**src/rtl/fc_pkg.sv**
```systemverilog
// Shared definitions for the fully-connected layer controller: FSM state
// encoding and width helpers used to size ports and the accumulator.
package fc_pkg;

    typedef enum logic [2:0] {
        ST_IDLE  = 3'd0,
        ST_RUN   = 3'd1,
        ST_DRAIN = 3'd2,
        ST_OUT   = 3'd3,
        ST_DONE  = 3'd4
    } fc_state_e;

    // Accumulator width that can hold in_len full-scale unsigned products
    // without overflow.
    function automatic int fc_acc_width(input int data_width, input int in_len);
        return 2 * data_width + $clog2(in_len);
    endfunction

    // Index width that never collapses to zero bits for a length of one.
    function automatic int fc_idx_width(input int len);
        return (len > 1) ? $clog2(len) : 1;
    endfunction

endpackage

```
**src/rtl/multiply_unit_fc.sv**
```systemverilog
// Unsigned DATA_WIDTH x DATA_WIDTH multiplier producing the full-width
// product; the controller owns exactly one of these.
module multiply_unit_fc #(
    parameter int DATA_WIDTH = 8
) (
    input  logic [DATA_WIDTH-1:0]   a,
    input  logic [DATA_WIDTH-1:0]   b,
    output logic [2*DATA_WIDTH-1:0] product
);

    // Operands are widened first so the product keeps every bit.
    always_comb begin
        product = {{DATA_WIDTH{1'b0}}, a} * {{DATA_WIDTH{1'b0}}, b};
    end

endmodule

```
**src/rtl/fc_layer_ctrl.sv**
```systemverilog
// Fully-connected layer controller: streams the input vector and each
// neuron's weight row out of two synchronous memories, accumulates the dot
// product through a single shared multiplier and hands each neuron result
// downstream over a valid/ready port.
module fc_layer_ctrl
    import fc_pkg::*;
#(
    parameter int DATA_WIDTH = 8,
    parameter int IN_LEN     = 16,
    parameter int OUT_LEN    = 8,
    parameter int ACC_WIDTH  = fc_acc_width(DATA_WIDTH, IN_LEN)
) (
    input  logic                                      clk,
    input  logic                                      rst_n,
    input  logic                                      start,
    output logic                                      busy,
    output logic                                      done,
    output logic [fc_idx_width(IN_LEN)-1:0]           x_addr,
    input  logic [DATA_WIDTH-1:0]                     x_data,
    output logic [fc_idx_width(IN_LEN*OUT_LEN)-1:0]   w_addr,
    input  logic [DATA_WIDTH-1:0]                     w_data,
    output logic                                      rd_en,
    output logic                                      out_valid,
    input  logic                                      out_ready,
    output logic [ACC_WIDTH-1:0]                      out_data,
    output logic [fc_idx_width(OUT_LEN)-1:0]          out_idx
);

    localparam int XW = fc_idx_width(IN_LEN);
    localparam int WW = fc_idx_width(IN_LEN * OUT_LEN);
    localparam int JW = fc_idx_width(OUT_LEN);

    localparam logic [XW-1:0] I_LAST = XW'(IN_LEN - 1);
    localparam logic [JW-1:0] J_LAST = JW'(OUT_LEN - 1);

    fc_state_e               state;
    logic [XW-1:0]           i;
    logic [JW-1:0]           j;
    logic [ACC_WIDTH-1:0]    acc;
    logic                    mac_en;
    logic [2*DATA_WIDTH-1:0] product;
    logic [ACC_WIDTH-1:0]    product_ext;

    multiply_unit_fc #(
        .DATA_WIDTH (DATA_WIDTH)
    ) u_mult (
        .a       (x_data),
        .b       (w_data),
        .product (product)
    );

    assign x_addr  = i;
    assign out_idx = j;

    // Zero-extend the product to accumulator width before adding.
    always_comb begin
        product_ext = ACC_WIDTH'(product);
    end

    // Layer sequencer. Memory data arrives one cycle after each read strobe,
    // so mac_en is rd_en delayed by one cycle and marks when x_data/w_data
    // are valid to accumulate. Because weights are row-major, the next
    // neuron's first weight sits right after the previous neuron's last one,
    // so w_addr simply keeps counting across neurons.
    always_ff @(posedge clk or negedge rst_n) begin
        if (!rst_n) begin
            state     <= ST_IDLE;
            i         <= '0;
            j         <= '0;
            acc       <= '0;
            mac_en    <= 1'b0;
            busy      <= 1'b0;
            done      <= 1'b0;
            rd_en     <= 1'b0;
            out_valid <= 1'b0;
            out_data  <= '0;
            w_addr    <= '0;
        end else begin
            mac_en <= rd_en;
            if (mac_en) begin
                acc <= acc + product_ext;
            end

            case (state)
                ST_IDLE: begin
                    if (start) begin
                        state  <= ST_RUN;
                        busy   <= 1'b1;
                        rd_en  <= 1'b1;
                        i      <= '0;
                        j      <= '0;
                        w_addr <= '0;
                        acc    <= '0;
                    end
                end

                ST_RUN: begin
                    if (i == I_LAST) begin
                        state <= ST_DRAIN;
                        rd_en <= 1'b0;
                    end else begin
                        i      <= i + XW'(1);
                        w_addr <= w_addr + WW'(1);
                    end
                end

                ST_DRAIN: begin
                    state     <= ST_OUT;
                    out_valid <= 1'b1;
                    out_data  <= acc + product_ext;
                end

                ST_OUT: begin
                    if (out_ready) begin
                        out_valid <= 1'b0;
                        if (j != J_LAST) begin
                            state  <= ST_RUN;
                            rd_en  <= 1'b1;
                            j      <= j + JW'(1);
                            i      <= '0;
                            w_addr <= w_addr + WW'(1);
                            acc    <= '0;
                        end else begin
                            state <= ST_DONE;
                            done  <= 1'b1;
                        end
                    end
                end

                ST_DONE: begin
                    state <= ST_IDLE;
                    done  <= 1'b0;
                    busy  <= 1'b0;
                end

                default: begin
                    state <= ST_IDLE;
                end
            endcase
        end
    end

endmodule

```
**config.mk**
```make
export PLATFORM = sky130hd
export DESIGN_NAME = fc_layer_ctrl
export DESIGN_NICKNAME = d
export VERILOG_FILES = /design/src/rtl/fc_pkg.sv /design/src/rtl/multiply_unit_fc.sv /design/src/rtl/fc_layer_ctrl.sv
export SDC_FILE = /design/constraint.sdc
export NUM_CORES = 1
export LEC_CHECK = 0
export ABC_AREA = 1
export BUFFER_PORTS_ARGS = -buffer_cell sky130_fd_sc_hd__clkbuf_2
export CORE_MARGIN = 2
export CORE_UTILIZATION = 50
export DETAILED_ROUTE_END_ITERATION = 8
export PLACE_DENSITY_LB_ADDON = 0.12
export SETUP_SLACK_MARGIN = 0.4
export SLEW_MARGIN = 40
export SYNTH_ARGS = -nofsm -noshare
export SYNTH_HDL_FRONTEND = slang
export SYNTH_HIERARCHICAL = 1
export SYNTH_SLANG_ARGS = --single-unit
```
**constraint.sdc**
```tcl
create_clock -name clk -period 2.2 [get_ports clk]
set_input_delay 0 -clock clk [delete_from_list [all_inputs] [get_ports clk]]
set_output_delay 0 -clock clk [all_outputs]
set_load 0.01 [all_outputs]
```
==> results.json <==
{
  "status": "complete, but fails checks",
  "violations": "negative setup slack",
  "ant_nets": 0,
  "ys_ff_latch": 62,
  "cts_tree": "done",
  "cp_slowest_stage_delay_ns": 0.50,
  "wl_met2_um": 8524,
  "period_share_pct": 189.5,
  "final_cells": 1247,
  "setup_viol": 34,
  "clock_path_buffers": 2,
  "cts_inserted_buffers": 9,
  "cp_slowest_cell": "fa_1",
  "finalWorstSetupSlack_ns": -1.969,
  "wl_met1_um": 7704,
  "wl_met3_um": 894,
  "drt_iter0_markers": 387,
  "worst_slew_pin_slew_ns": 0.4810,
  "placed_area_um2": 7525,
  "yosys_warnings": 6,
  "grt_setup_unrepaired": "yes",
  "crit_fanout": 5,
  "dieArea_um2": 13350,
  "highest_layer": "met4",
  "slew_violations": 0,
  "ys_seq_area_share_pct": 24.94,
  "period_needed_ns": 4.169,
  "clock_insertion_delay_worst_skew_ns": 0.35,
  "num_io_pins": 58,
  "fin_setup_tns_ns": -54.38,
  "cts_sinks": 62,
  "post-route-cell-area_um2": 9183,
  "place_inst": 1197,
  "hpwlAfterDp_um": 12040,
  "required_ns": 2.44,
  "via_per_inst": 4.926,
  "synth_nets": 1026,
  "grt_use_total_pct": 25.38,
  "path_class": "in -> reg",
  "syn_area_per_cell_um2": 6.814,
  "fmax_ghz": 0.2399,
  "cts-htree-levels": 3,
  "die_x_um": 115.5,
  "insertedDiodeCount": 0,
  "core_um2": 12060,
  "end_kind": "register",
  "cts_root_buf": "clkbuf_16",
  "drc": 0,
  "wl_um": 17460,
  "wl_per_cell_um": 14.00,
  "clkTransAtPathRegs_ns": 0.06,
  "reg2reg_from": "acc[0]$_DFF_PN0_",
  "maxCapViolations": 0,
  "vias": 6143,
  "start_util_pct": 51.58,
  "min_path_type": "in -> async",
  "gp_congestion": 0.9217,
  "first_pass_iters": 5,
  "pre_cts_ws_ns": -2.408,
  "syn_inst": 913,
  "area_growth_pct": 47.61,
  "row_count": 40,
  "grt-ovfl-total": 0,
  "startpoint": "x_data[4]",
  "antenna_found_initial": 0,
  "nNetsFinal": 1187,
  "syn_area_um2": 6221,
  "grt_max_degree": 32,
  "yosysUniqueCellTypes": 36,
  "hold_viol": 0,
  "grt_first_pass_wirelength_um": 26850,
  "crit_arrival_ns": 4.41,
  "finClkSkew_ns": 0.01099,
  "cp-start-kind": "primary input",
  "port_buffers": 57,
  "dieHeight_um": 115.5,
  "first_global_vias": 5966,
  "slew_headroom_pct": 67.90,
  "drive_gt1_share_pct": 38.83
}
==> registers in the layout, indices dropped and copies added (netlist names) <==
register,count
mac_en,1
acc,20
done,1
out_valid,1
rd_en,1
x_addr,4
state,3
w_addr,7
out_idx,3
out_data,20
busy,1
==> final cells by class <==
cell class	instances	area, µm²
multi-input combinational	617	4828
clock buffer	9	225.2
timing repair buffer	176	1445
tap	168	210.2
clock inverter	7	127.6
fill	837	2879
inverter	208	792.0
sequential	62	1554
==> cell usage in the layout, fill, tap and decap left out, drive strengths merged, types with 13 or more instances in the layout <==
cell type,synthesis,routed
nor2,64,64
buf,2,120
nand2,311,311
xor2,13,13
o21ai,20,20
nand3,50,50
fa,37,37
ha,56,56
inv,208,211
a21oi,29,29
clkbuf,24,61
dfrtp,62,62
==> through the flow <==
stage | hold WS [ns] | util (%)
2_1_floorplan | -0.2956 | -
3_3_place_gp | -0.1942 | 62.39
3_5_place_dp | -0.1970 | 62.39
4_1_cts | 0.2632 | 71.21
5_1_grt | 0.2927 | 76.13
6_report | 0.2375 | 76.13
==> worst max-delay path: cells and delay by family <==
kind / cells / cell delay (ns)
xor gates and xnor gates: 1 / 0.18
and+or+nand+nor: 11 / 0.76
adders and majority gates: 6 / 2.57
buffers and inverters: 10 / 0.67
AOI/OAI and AO/OA: 1 / 0.19
==> per-layer routing <==
layer	GRT usage (%)	vias up
met5	0	-
met1	33.82	2899
met4	6.908	0
li1	-	3059
met3	5.073	30
met2	42.30	155
==> repair_timing <==
item | in CTS | in global routing
setup endpoints to repair | 42 | 50
buffers inserted | 10 | 20
pin swaps | 85 | 62
gates resized for setup | 131 | 122
endpoints found under the hold margin | 67 | 0
hold buffers | 4 | 0
==> cell families (layout without fill, tap and decap cells) <==
| family | after synthesis | after routing | synth area share (%) |
|---|---|---|---|
| XOR/XNOR | 16 | 16 | 2.253 |
| buffers and inverters | 234 | 400 | 14.24 |
| multiplexers | 1 | 1 | 0.1609 |
| AND/OR/NAND/NOR | 449 | 449 | 30.13 |
| AO/OA/AOI/OAI | 58 | 58 | 5.109 |
| flip-flops | 62 | 62 | 24.94 |
| adder cells (fa/ha/maj) | 93 | 93 | 23.17 |
==> final timing paths <==
kind / end / slack [ns] / cells after the start
worst min register to register: mac_en$_DFF_PN0_ / 0.41 / 0
worst max-delay path: acc[15]$_DFF_PN0_ / -1.97 / 29
max in group asynchronous: out_data[7]$_DFFE_PN0P_ / 1.53 / 3
worst min-delay path: acc[9]$_DFF_PN0_ / 0.24 / 3
min in group clk: out_data[0]$_DFFE_PN0P_ / 0.35 / 7
worst max register to register: out_data[16]$_DFFE_PN0P_ / 0.07 / 14
==> synthesized netlist by cell type <==
cell type,number,area [µm²]
a21oi_1,29,145.1
a31oi_1,1,6.260
a32o_1,1,10.01
and2_1,2,12.51
buf_4,2,15.01
clkbuf_1,24,90.09
dfrtp_1,62,1551
fa_1,37,740.7
ha_1,56,700.7
inv_1,201,754.5
inv_2,7,26.28
mux2i_1,1,10.01
nand2_1,305,1145
nand2_2,5,31.28
nand2_4,1,11.26
nand3_1,48,240.2
nand3_2,2,20.02
nand3b_1,1,7.510
nand4_1,7,43.79
nor2_1,56,210.2
nor2_2,5,31.28
nor2_4,2,22.52
nor2_8,1,20.02
nor3_1,9,45.04
nor3b_1,2,15.01
o211ai_1,3,22.52
o21a_1,1,7.510
o21ai_0,17,85.08
o21ai_1,2,10.01
o21ai_2,1,8.760
o22ai_1,1,6.260
o31ai_1,1,7.510
o41ai_1,1,8.760
or2_2,3,18.77
xnor2_1,3,26.28
xor2_1,13,113.9
Power is left out: the tool's default activity adds up to more than one toggle a clock period on the data nets, which glitch-free logic cannot reach.
